--- src/rtl/y86_pkg.sv ---
// Shared Y86-64 constants, run-state encoding and the pipeline control vector.
package y86_pkg;

    localparam logic [3:0] IHALT   = 4'h0;
    localparam logic [3:0] INOP    = 4'h1;
    localparam logic [3:0] IMRMOVQ = 4'h5;
    localparam logic [3:0] IOPQ    = 4'h6;
    localparam logic [3:0] IJXX    = 4'h7;
    localparam logic [3:0] IRET    = 4'h9;
    localparam logic [3:0] IPOPQ   = 4'hB;

    localparam logic [2:0] SAOK = 3'd1;
    localparam logic [2:0] SHLT = 3'd2;
    localparam logic [2:0] SADR = 3'd3;
    localparam logic [2:0] SINS = 3'd4;

    localparam logic [3:0] REG_NONE = 4'hF;

    typedef enum logic [1:0] {
        ST_START,
        ST_RUN,
        ST_HALTED,
        ST_FAULT
    } run_state_e;

    typedef struct packed {
        logic f_stall;
        logic d_stall;
        logic d_bubble;
        logic e_bubble;
        logic m_bubble;
        logic w_stall;
        logic set_cc;
    } ctrl_t;

    // START flushes every stage behind a held PC; HALTED/FAULT freeze everything in place.
    localparam ctrl_t CTRL_START  = '{f_stall: 1'b1, d_stall: 1'b0, d_bubble: 1'b1, e_bubble: 1'b1,
                                      m_bubble: 1'b1, w_stall: 1'b0, set_cc: 1'b0};
    localparam ctrl_t CTRL_FROZEN = '{f_stall: 1'b1, d_stall: 1'b1, d_bubble: 1'b0, e_bubble: 1'b0,
                                      m_bubble: 1'b1, w_stall: 1'b1, set_cc: 1'b0};

endpackage

--- src/rtl/pipe_hazard.sv ---
// Combinational hazard decode: load/use, ret, mispredict and exception detection
// folded into the raw RUN-state control vector.
module pipe_hazard
    import y86_pkg::*;
#(
    parameter logic [3:0] REG_NONE = 4'hF
) (
    input  logic [3:0] D_icode,
    input  logic [3:0] d_srcA,
    input  logic [3:0] d_srcB,
    input  logic [3:0] E_icode,
    input  logic [3:0] E_dstM,
    input  logic       e_Cnd,
    input  logic [3:0] M_icode,
    input  logic [2:0] m_stat,
    input  logic [2:0] W_stat,
    output ctrl_t      raw,
    output logic       lu
);

    logic rt;
    logic mp;
    logic ex_m;
    logic ex_w;

    always_comb begin
        lu   = ((E_icode == IMRMOVQ) || (E_icode == IPOPQ)) && (E_dstM != REG_NONE) &&
               ((E_dstM == d_srcA) || (E_dstM == d_srcB));
        rt   = (D_icode == IRET) || (E_icode == IRET) || (M_icode == IRET);
        mp   = (E_icode == IJXX) && !e_Cnd;
        ex_m = (m_stat != SAOK);
        ex_w = (W_stat != SAOK);

        // A load/use stall wins over the ret bubble so the decode slot is held, not lost.
        raw.f_stall  = lu || rt;
        raw.d_stall  = lu;
        raw.d_bubble = mp || (rt && !lu);
        raw.e_bubble = mp || lu;
        raw.m_bubble = ex_m || ex_w;
        raw.w_stall  = ex_w;
        raw.set_cc   = (E_icode == IOPQ) && !ex_m && !ex_w;
    end

endmodule

--- src/rtl/pipe_ctrl.sv ---
// Y86-64 pipeline control: run-state FSM over the hazard decode, plus performance
// counters built only when PIPE_CTRL_PERF_EN is defined (tied to 0 otherwise).
module pipe_ctrl
    import y86_pkg::*;
#(
    parameter int         CNT_W    = 32,
    parameter logic [3:0] REG_NONE = 4'hF
) (
    input  logic             clk,
    input  logic             rst_n,
    input  logic [3:0]       D_icode,
    input  logic [3:0]       d_srcA,
    input  logic [3:0]       d_srcB,
    input  logic [3:0]       E_icode,
    input  logic [3:0]       E_dstM,
    input  logic             e_Cnd,
    input  logic [3:0]       M_icode,
    input  logic [2:0]       m_stat,
    input  logic [3:0]       W_icode,
    input  logic [2:0]       W_stat,
    output logic             F_stall,
    output logic             D_stall,
    output logic             D_bubble,
    output logic             E_bubble,
    output logic             M_bubble,
    output logic             W_stall,
    output logic             set_cc,
    output logic             halted,
    output logic             fault,
    output logic [CNT_W-1:0] cyc_cnt,
    output logic [CNT_W-1:0] ret_cnt,
    output logic [CNT_W-1:0] stl_cnt
);

    ctrl_t      raw;
    ctrl_t      ctrl;
    logic       lu;
    run_state_e state_q, state_d;
    logic       halted_q, halted_d;
    logic       fault_q, fault_d;

    pipe_hazard #(
        .REG_NONE (REG_NONE)
    ) u_hazard (
        .D_icode (D_icode),
        .d_srcA  (d_srcA),
        .d_srcB  (d_srcB),
        .E_icode (E_icode),
        .E_dstM  (E_dstM),
        .e_Cnd   (e_Cnd),
        .M_icode (M_icode),
        .m_stat  (m_stat),
        .W_stat  (W_stat),
        .raw     (raw),
        .lu      (lu)
    );

    always_comb begin
        state_d = state_q;
        ctrl    = raw;
        case (state_q)
            ST_START: begin
                state_d = ST_RUN;
                ctrl    = CTRL_START;
            end
            ST_RUN: begin
                if (W_stat == SHLT) begin
                    state_d = ST_HALTED;
                end else if ((W_stat == SADR) || (W_stat == SINS)) begin
                    state_d = ST_FAULT;
                end
            end
            default: ctrl = CTRL_FROZEN;
        endcase
        halted_d = (state_d == ST_HALTED);
        fault_d  = (state_d == ST_FAULT);
    end

    always_ff @(posedge clk or negedge rst_n) begin
        if (!rst_n) begin
            state_q  <= ST_START;
            halted_q <= 1'b0;
            fault_q  <= 1'b0;
        end else begin
            state_q  <= state_d;
            halted_q <= halted_d;
            fault_q  <= fault_d;
        end
    end

    assign F_stall  = ctrl.f_stall;
    assign D_stall  = ctrl.d_stall;
    assign D_bubble = ctrl.d_bubble;
    assign E_bubble = ctrl.e_bubble;
    assign M_bubble = ctrl.m_bubble;
    assign W_stall  = ctrl.w_stall;
    assign set_cc   = ctrl.set_cc;
    assign halted   = halted_q;
    assign fault    = fault_q;

`ifdef PIPE_CTRL_PERF_EN
    localparam logic [CNT_W-1:0] CNT_ONE = {{(CNT_W-1){1'b0}}, 1'b1};

    logic [CNT_W-1:0] cyc_cnt_q, cyc_cnt_d;
    logic [CNT_W-1:0] ret_cnt_q, ret_cnt_d;
    logic [CNT_W-1:0] stl_cnt_q, stl_cnt_d;

    // Counters advance only while running, so a halt or fault freezes the final tallies.
    always_comb begin
        cyc_cnt_d = cyc_cnt_q;
        ret_cnt_d = ret_cnt_q;
        stl_cnt_d = stl_cnt_q;
        if (state_q == ST_RUN) begin
            cyc_cnt_d = cyc_cnt_q + CNT_ONE;
            if ((W_stat == SAOK) && (W_icode != INOP)) begin
                ret_cnt_d = ret_cnt_q + CNT_ONE;
            end
            if (lu) begin
                stl_cnt_d = stl_cnt_q + CNT_ONE;
            end
        end
    end

    always_ff @(posedge clk or negedge rst_n) begin
        if (!rst_n) begin
            cyc_cnt_q <= '0;
            ret_cnt_q <= '0;
            stl_cnt_q <= '0;
        end else begin
            cyc_cnt_q <= cyc_cnt_d;
            ret_cnt_q <= ret_cnt_d;
            stl_cnt_q <= stl_cnt_d;
        end
    end

    assign cyc_cnt = cyc_cnt_q;
    assign ret_cnt = ret_cnt_q;
    assign stl_cnt = stl_cnt_q;
`else
    logic unused_perf;
    assign unused_perf = ^{W_icode, lu};
    assign cyc_cnt = '0;
    assign ret_cnt = '0;
    assign stl_cnt = '0;
`endif

endmodule

--- config.mk ---
export PLATFORM = sky130hd
export DESIGN_NAME = pipe_ctrl
export DESIGN_NICKNAME = d
export VERILOG_FILES = /design/src/rtl/y86_pkg.sv /design/src/rtl/pipe_hazard.sv /design/src/rtl/pipe_ctrl.sv
export SDC_FILE = /design/constraint.sdc
export NUM_CORES = 1
export LEC_CHECK = 0
export CAP_MARGIN = 15
export CORE_ASPECT_RATIO = 0.8
export CORE_MARGIN = 2
export CORE_UTILIZATION = 28
export CTS_BUF_LIST = sky130_fd_sc_hd__clkbuf_16
export CTS_CLUSTER_SIZE = 30
export DETAILED_ROUTE_END_ITERATION = 8
export PLACE_DENSITY = 0.86
export SYNTH_ARGS = -nofsm -noshare
export SYNTH_HDL_FRONTEND = slang
export SYNTH_SLANG_ARGS = --single-unit
export TNS_END_PERCENT = 30
--- constraint.sdc ---
create_clock -name clk -period 2.95 [get_ports clk]
set_input_delay 0.59 -clock clk [delete_from_list [all_inputs] [get_ports clk]]
set_output_delay 0.59 -clock clk [all_outputs]
set_load 0.005 [all_outputs]
# Word-level counts from Yosys, hierarchy flattened
# Cells that the tools add are included.
# classes
n_reduce_logical	20
muxes	4
eq_ne	18
# op_table
cell	count
$eq A4 B4 Y1 const B	4
$pmux W7 S2	1
$eq A4 B3 Y1 const B	3
$logic_or A1 B1 Y1	9
$eq A4 B4 Y1	2
$eq A3 B2 Y1 const B	2
$logic_and A1 B1 Y1	6
$ne A3 B1 Y1 const B	2
$eq A2 B2 Y1 const B	2
$logic_not A1 Y1	4
$mux W2	2
$ne A4 B4 Y1 const B	1
$pmux W2 S2	1
$eq A3 B3 Y1 const B	1
$eq A2 B1 Y1 const B	1
$logic_not A2 Y1	1
# totals
out_inout_bits	105
register_bits	4

# Longest topological paths before layout
# Gate-level depths: netlist of the first run.
# logic_depth
depth_word	8
ltp_mapped	4
depth_no_buf	4

# Cells and area by module
# Synthesis of the first run repeated with hierarchy kept, for this count alone.
# hier_totals
cells_unflattened	154
area_unflattened_um2	1194.9
# by_module_without_submodules
module	area_per_inst_um2	cells_each	instances
pipe_ctrl	954.7	123	1
pipe_hazard	240.2	31	1

# Worst setup path before layout of the first run
# OpenSTA, ideal clock, no wires.
# synth_path
kind	input port to output port
startpoint	input port W_stat[2]
endpoint	output port set_cc
stages	3
required_ps	2360
arrival_time_ps	1677
path_slack_ps	683
cell_sequence	or3b_1 > or4_4 > nor3_2
# synth_via
elab_chain_len	4
# synth_rtl
item	line	source
start: declaration	pipe_ctrl.sv:20	input logic [2:0] W_stat,
$ne A3 B1 Y1	pipe_hazard.sv:32	ex_w = (W_stat != SAOK);
$logic_not A1 Y1	pipe_hazard.sv:41	raw.set_cc = (E_icode == IOPQ) && !ex_m && !ex_w;
$logic_and A1 B1 Y1	pipe_hazard.sv:41	
$pmux W7 S2	pipe_ctrl.sv:61	case (state_q)
end: declaration	pipe_ctrl.sv:27	output logic set_cc,
# No other way between the ends.

# Worst setup path in the final report of the first run
# layout_path
startpoint	input port E_icode[2]
endpoint	output port E_bubble
# layout_via
elab_chain_len	6
elab_cells_between_ends	9
cone_classes	3 x eq/ne; 1 x mux; 5 x reduce/logical
# layout_rtl
item	line	source
start: declaration	pipe_ctrl.sv:14	input logic [3:0] E_icode,
$eq A4 B3 Y1 or $eq A4 B4 Y1 (tied branches)	pipe_hazard.sv:27	lu = ((E_icode == IMRMOVQ) || (E_icode == IPOPQ)) && (E_dstM != REG_NONE) &&
$logic_or A1 B1 Y1	pipe_hazard.sv:27	
$logic_and A1 B1 Y1 (2 in series)	pipe_hazard.sv:27	
$logic_or A1 B1 Y1 *	pipe_hazard.sv:38	raw.e_bubble = mp || lu;
$pmux W7 S2 *	pipe_ctrl.sv:61	
end: declaration	pipe_ctrl.sv:24	output logic E_bubble,
# Mark *: on every way between the ends. The rest lies on a longest branch, timed or not.

==> run_results.csv, run 1 <==
group,metric,value,unit
worst_setup_path,startpoint_type,"input pin",
drt,drt_first_pass_iters,4,
clock_network,cts_max_level,1,
worst_setup_path,cpMostUsedCell,"clkdlybuf4s50_1",
timing,maxSlewViolCount,0,
global_routing,grt_pass1_wl,2.81,mm
drt,ant_nets,0,
die,die_w,75.3,um
worst_setup_path,critPathArrivalTime,2.35,ns
cells_and_area,syn2layout_area_growth,21.9,%
drt,drc_errors,0,
global_routing,grt_usage,8.17,%
power_and_ir_drop,leakage,0.672,nW
drt,routed_via_density,3.17,
cells_and_area,fillers,411,
power_and_ir_drop,ir_worst_vdd,0.195,mV
cells_and_area,n_antenna_cell,0,
synthesis,synth_edf_count,0,
timing,rsz0062_at_grt,"true",
synthesis,synth-seq-cells,4,
die,fp.dieH,61.0,um
synthesis,synth_mux_area_share,0,%
drt,first_iter_violations,15,
placed_design,dpl_cell_area,1290,sq um
die,io_pins,142,
synthesis,synth-compound-area-share,6.37,%
worst_setup_path,path_max_fanout,4,
power_and_ir_drop,power.total,0.399,mW
worst_setup_path,critPathBufInv,2,
die,dieArea,4600,sq um
placed_design,portBuffers,41,
cells_and_area,drive_above_1_share,8.85,%
clock_network,numCtsBuffers,3,
drt,routedWlPerCell,8.55,um
power_and_ir_drop,power_switching,0.0991,mW
cells_and_area,fin_nets,231,
clock_network,cts_sinks,4,
drt,routed_wl,2.11,mm
synthesis,synthAdderAreaFrac,0,%
synthesis,synth_warnings,0,
synthesis,netlist_instances,143,
placed_design,placedCellCount,243,
synthesis,synth_xor_area_share,6.15,%
synthesis,netlist_top_cells_area,"buf_4 63%, dfrtp_1 8.8%, xnor2_1 6.2%, nand2b_1 2.2%, nor4bb_1 1.8%",
timing,hold_ws,0.567,ns
die,initial_core_util,29.5,%
die,core_area,3850,sq um
power_and_ir_drop,p_comb_share,31.3,%
timing,setup_violations,0,
drt,vias,784,
synthesis,async_flop_share,100,%
worst_setup_path,cpLargestDelayFamily,"buffers and inverters",
clock_network,cts_tree,"done",
timing,finClkSkew,0.000155,ns
placed_design,gp_congestion,0.765,
clock_network,clockBufferDepth,2,
global_routing,grt-ovfl-total,0,
global_routing,antenna_found_initial,0,
synthesis,synth.avg_cell_area,7.96,sq um
power_and_ir_drop,power_frac_clock,52.3,%
placed_design,dp_slack,-0.326,ns
clock_network,clkTransAtPathRegs,0.03,ns
cells_and_area,fin_cells,247,
die,num_rows,20,
hold_path,hold_path_class,"in -> async",
worst_setup_path,worstPathCellList,"clkdlybuf4s50_1, nor3b_1, o211ai_1, a21o_1, a21oi_1, clkdlybuf4s50_1",
synthesis,yosysTopAreaCell,"buf_4",
placed_design,dp_hpwl,1.94,mm
clock_network,cts_root_buffer,"clkbuf_16",
synthesis,yosysTopAreaCellShare,63.3,%
timing,hold_viol,0,
synthesis,synth_area,1140,sq um
power_and_ir_drop,power_density,288,nW/um^2
timing,timing.final.crit_share,99.7,%
global_routing,grt_pass1_vias,653,
synthesis,ys.flop_type,"dfrtp_1",
power_and_ir_drop,intPower,0.300,mW
worst_setup_path,max_stage_delay,0.54,ns
synthesis,synth_top_family_by_area,"buffers and inverters",
worst_setup_path,required,2.36,ns
cells_and_area,fin_area,1390,sq um
cells_and_area,fin_util,36.0,%
synthesis,synthSimpleGateAreaFrac,14.1,%
synthesis,ys_seq_area_share,8.79,%
timing,setup_ws,0.00901,ns
run_status,status,"complete, no violations",
timing,finalSetupTns,0,ns
power_and_ir_drop,switching_share,24.8,%
power_and_ir_drop,seqPwrFrac,16.4,%
worst_setup_path,cpMaxStageDelayCell,"clkdlybuf4s50_1",
clock_network,insertion_delay,0.22,ns
worst_setup_path,worstSetupPathType,"in -> out",
timing,fmax,340,MHz
global_routing,grt_max_degree,8,
worst_setup_path,critPathCaptureType,"output port",
timing,finalCriticalPeriod,2.94,ns
synthesis,synth_cell_types,27,
run,max-cap-violations,0,
==> repair_timing <==
item,4_1_cts,5_1_grt
setup endpoints to repair,5,2
pin swaps,2,2
resized for setup,9,1
gates cloned,0,0
hold buffers,0,0
buffers inserted,0,1
==> layer usage <==
metal	track usage [%]	vias up	wire [um]
met3	1.96	2	220
met1	7.63	355	606
li1	-	370	-
met4	3.76	0	24
met2	16.6	57	1260
met5	0	-	0
==> path summary, 6_finish.rpt <==
path | start | endpoint | slack [ns] | cells past startpoint
min in group clk | state_q[1]$_DFF_PN0_ | state_q[1]$_DFF_PN0_ | 0.63 | 1
max in group asynchronous | rst_n | halted$_DFF_PN0_ | 2.23 | 1
worst min register to register | state_q[1]$_DFF_PN0_ | state_q[1]$_DFF_PN0_ | 0.63 | 1
worst max register to register | state_q[1]$_DFF_PN0_ | fault$_DFF_PN0_ | 1.62 | 4
worst min-delay path | rst_n | state_q[0]$_DFF_PN0_ | 0.57 | 1
worst max-delay path | E_icode[2] | E_bubble | 0.009 | 6
==> cells in the final DEF, fill, tap and decap left out, drive strengths merged, types with 2 or more instances in the layout <==
| cell | instances |
|---|---|
| a21o | 3 |
| nand4 | 3 |
| nand3b | 2 |
| conb | 96 |
| inv | 3 |
| dfrtp | 4 |
| nand2b | 4 |
| nor4bb | 2 |
| nor3 | 2 |
| clkbuf | 3 |
| clkdlybuf4s50 | 36 |
| dlygate4sd2 | 4 |
| a211oi | 2 |
| xnor2 | 8 |
| buf | 6 |
==> synthesized netlist by cell type (2+ instances only) <==
cell type	n
a211oi_1	2
a21o_1	2
buf_4	96
dfrtp_1	4
inv_1	3
nand2b_1	4
nand3b_1	2
nand4_1	3
nor4bb_1	2
xnor2_1	8
==> sequential cells by signal, summed over array words and instances, names as in the netlist <==
register	count
state_q	2
halted	1
fault	1
==> cell families (layout without fill, tap and decap cells) <==
kind of cell	count (synthesis)	after routing
buf+inv	99	53
simple gates	21	21
compound gates	10	10
xor+xnor	8	8
flops	4	4
other cells	1	96
==> layout make-up <==
cell class	instances	area (sq um)	area share [%]
multi-input combinational	135	681	49.1
timing repair buffer	47	452	32.6
clock buffer	3	75.1	5.41
inverter	3	11.3	0.812
sequential	4	100	7.21
tap	55	68.8	4.96
==> power by group through the flow <==
stage	clock [mW]	combinational, mW	sequential (mW)
after global routing	0.219	0.143	0.0665
final	0.209	0.125	0.0656
after CTS	0.211	0.121	0.0658
after floorplan	0	0.145	0.0655
after detailed placement	0	0.119	0.0663
after global placement	0	0.118	0.0661
Note: power is estimated with default switching activity, not from simulation.
==> run 2, diff against run 1 <==
==> constraint.sdc (replaced) <==
create_clock -name clk -period 3.75 [get_ports clk]
set_input_delay 0.75 -clock clk [delete_from_list [all_inputs] [get_ports clk]]
set_output_delay 0.75 -clock clk [all_outputs]
set_load 0.005 [all_outputs]
==> run_results.csv, run 2 (synthesis gave the netlist of run 1 again) <==
group,metric,value,unit
run_status,status,"complete, no violations",
cells_and_area,multi_input_area,663,sq um
clock_network,insertion_delay,0.22,ns
cells_and_area,final_common_cell,"conb_1",
drt,drc_errors,0,
timing,maxSlewViolCount,0,
run,max-cap-violations,0,
hold_path,hold_path_class,"reg -> reg",
clock_network,post-cts-setup-buffer-count,0,
power_and_ir_drop,seqPwrFrac,16.7,%
cells_and_area,seqCellArea,100,sq um
power_and_ir_drop,power.total,0.310,mW
placed_design,gp_congestion,0.747,
global_routing,grt-ovfl-total,0,
drt,vias,756,
drt,ant_nets,0,
worst_setup_path,critPathBufInv,2,
timing,setup_ws,0.155,ns
power_and_ir_drop,leakage,0.636,nW
placed_design,dpl_cell_area,1250,sq um
worst_setup_path,worstSetupPathType,"in -> out",
die,dieArea,4600,sq um
cells_and_area,fin_util,34.5,%
placed_design,dp_slack,0.141,ns
drt,first_iter_violations,15,
worst_setup_path,cpMostUsedCell,"clkdlybuf4s50_1",
timing,fmax,278,MHz
cells_and_area,top_register,"state_q",
power_and_ir_drop,ir_worst_vdd,0.147,mV
clock_network,clkTransAtPathRegs,0.03,ns
timing,finClkSkew,0.00153,ns
timing,finalCriticalPeriod,3.59,ns
power_and_ir_drop,power_density,233,nW/um^2
timing,hold_viol,0,
clock_network,ctsResizeCount,0,
worst_setup_path,path_max_fanout,3,
cells_and_area,drive_above_1_share,4.30,%
cells_and_area,fin_cells,241,
worst_setup_path,critPathCaptureType,"output port",
placed_design,portBuffers,41,
placed_design,dp_hpwl,1.92,mm
clock_network,ctsHoldBuffers,0,
cells_and_area,n_antenna_cell,0,
timing,finalSetupTns,0,ns
power_and_ir_drop,switching_share,25.0,%
global_routing,grt_max_degree,8,
worst_setup_path,startpoint_type,"input pin",
cells_and_area,largest_reg_flops,2,
worst_setup_path,worstPathCellList,"clkdlybuf4s50_1, or3b_1, or4_4, nor3_2, clkdlybuf4s50_1",
clock_network,cts_root_buffer,"clkbuf_16",
power_and_ir_drop,p_comb_share,30.1,%
timing,setup_violations,0,
worst_setup_path,cpMaxStageDelayCell,"or4_4",
drt,routedWlPerCell,8.72,um
worst_setup_path,critPathArrivalTime,2.84,ns
cells_and_area,final_cell_mix,"96 x conb_1, 41 x clkdlybuf4s50_1, 8 x xnor2_1",
drt,drt_first_pass_iters,4,
clock_network,numCtsBuffers,3,
cells_and_area,fin_area,1330,sq um
clock_network,cts_tree,"done",
worst_setup_path,cpLargestDelayFamily,"simple AND/OR/NAND/NOR gates",
die,core_area,3850,sq um
die,die_w,75.3,um
timing,hold_ws,0.608,ns
timing,rsz0062_at_grt,"false",
cells_and_area,fin_nets,225,
placed_design,placedCellCount,238,
power_and_ir_drop,power_switching,0.0774,mW
die,initial_core_util,29.5,%
cells_and_area,fillers,400,
global_routing,antenna_found_initial,0,
worst_setup_path,required,3.00,ns
die,io_pins,142,
global_routing,grt_pass1_vias,584,
timing,timing.final.crit_share,95.9,%
clock_network,cts_sinks,4,
global_routing,grt_pass1_wl,2.72,mm
global_routing,grt_usage,8.06,%
drt,routed_via_density,3.14,
power_and_ir_drop,power_frac_clock,53.2,%
die,num_rows,20,
clock_network,clockBufferDepth,2,
cells_and_area,syn2layout_area_growth,16.7,%
drt,routed_wl,2.10,mm
clock_network,cts_max_level,1,
worst_setup_path,max_stage_delay,0.54,ns
die,fp.dieH,61.0,um
power_and_ir_drop,intPower,0.232,mW
run 2: power groups by stage:
stage / sequential, mW / combinational (mW) / clock (mW)
after floorplan: 0.0516 / 0.114 / 0
after global placement: 0.0520 / 0.0889 / 0
after detailed placement: 0.0527 / 0.0908 / 0
after CTS: 0.0521 / 0.0913 / 0.166
after global routing: 0.0526 / 0.106 / 0.172
final: 0.0516 / 0.0933 / 0.165
run 2: per-layer routing:
layer	vias up	routed length, um	track usage, %
li1	357	-	-
met1	336	611	7.52
met2	61	1230	16.3
met3	2	234	2.13
met4	0	25	3.76
met5	-	0	0
run 2: worst paths after layout:
path	startpoint	endpoint	slack, ns	cells after the start
max reg2reg	state_q[1]$_DFF_PN0_	fault$_DFF_PN0_	2.43	4
min in group asynchronous	rst_n	state_q[1]$_DFF_PN0_	0.73	1
min reg2reg	state_q[1]$_DFF_PN0_	state_q[1]$_DFF_PN0_	0.61	1
max	W_stat[0]	set_cc	0.16	5
max in group asynchronous	rst_n	halted$_DFF_PN0_	2.86	1
min	state_q[1]$_DFF_PN0_	state_q[1]$_DFF_PN0_	0.61	1
run 2: final cells by class:
cell class,instances,area share [%]
multi-input cells,135,49.9
repair buffers,41,30.9
flip-flops and latches,4,7.53
clock buffers,3,5.65
well taps,55,5.18
inverters,3,0.847
==> run 3, diff against run 2 <==
--- a/config.mk
+++ b/config.mk
@@ -16,4 +16,3 @@
 export SYNTH_ARGS = -nofsm -noshare
 export SYNTH_HDL_FRONTEND = slang
 export SYNTH_SLANG_ARGS = --single-unit
-export TNS_END_PERCENT = 30
==> results of run 3 <==
The final DEF is identical to that of run 2; final timing and power are the same.
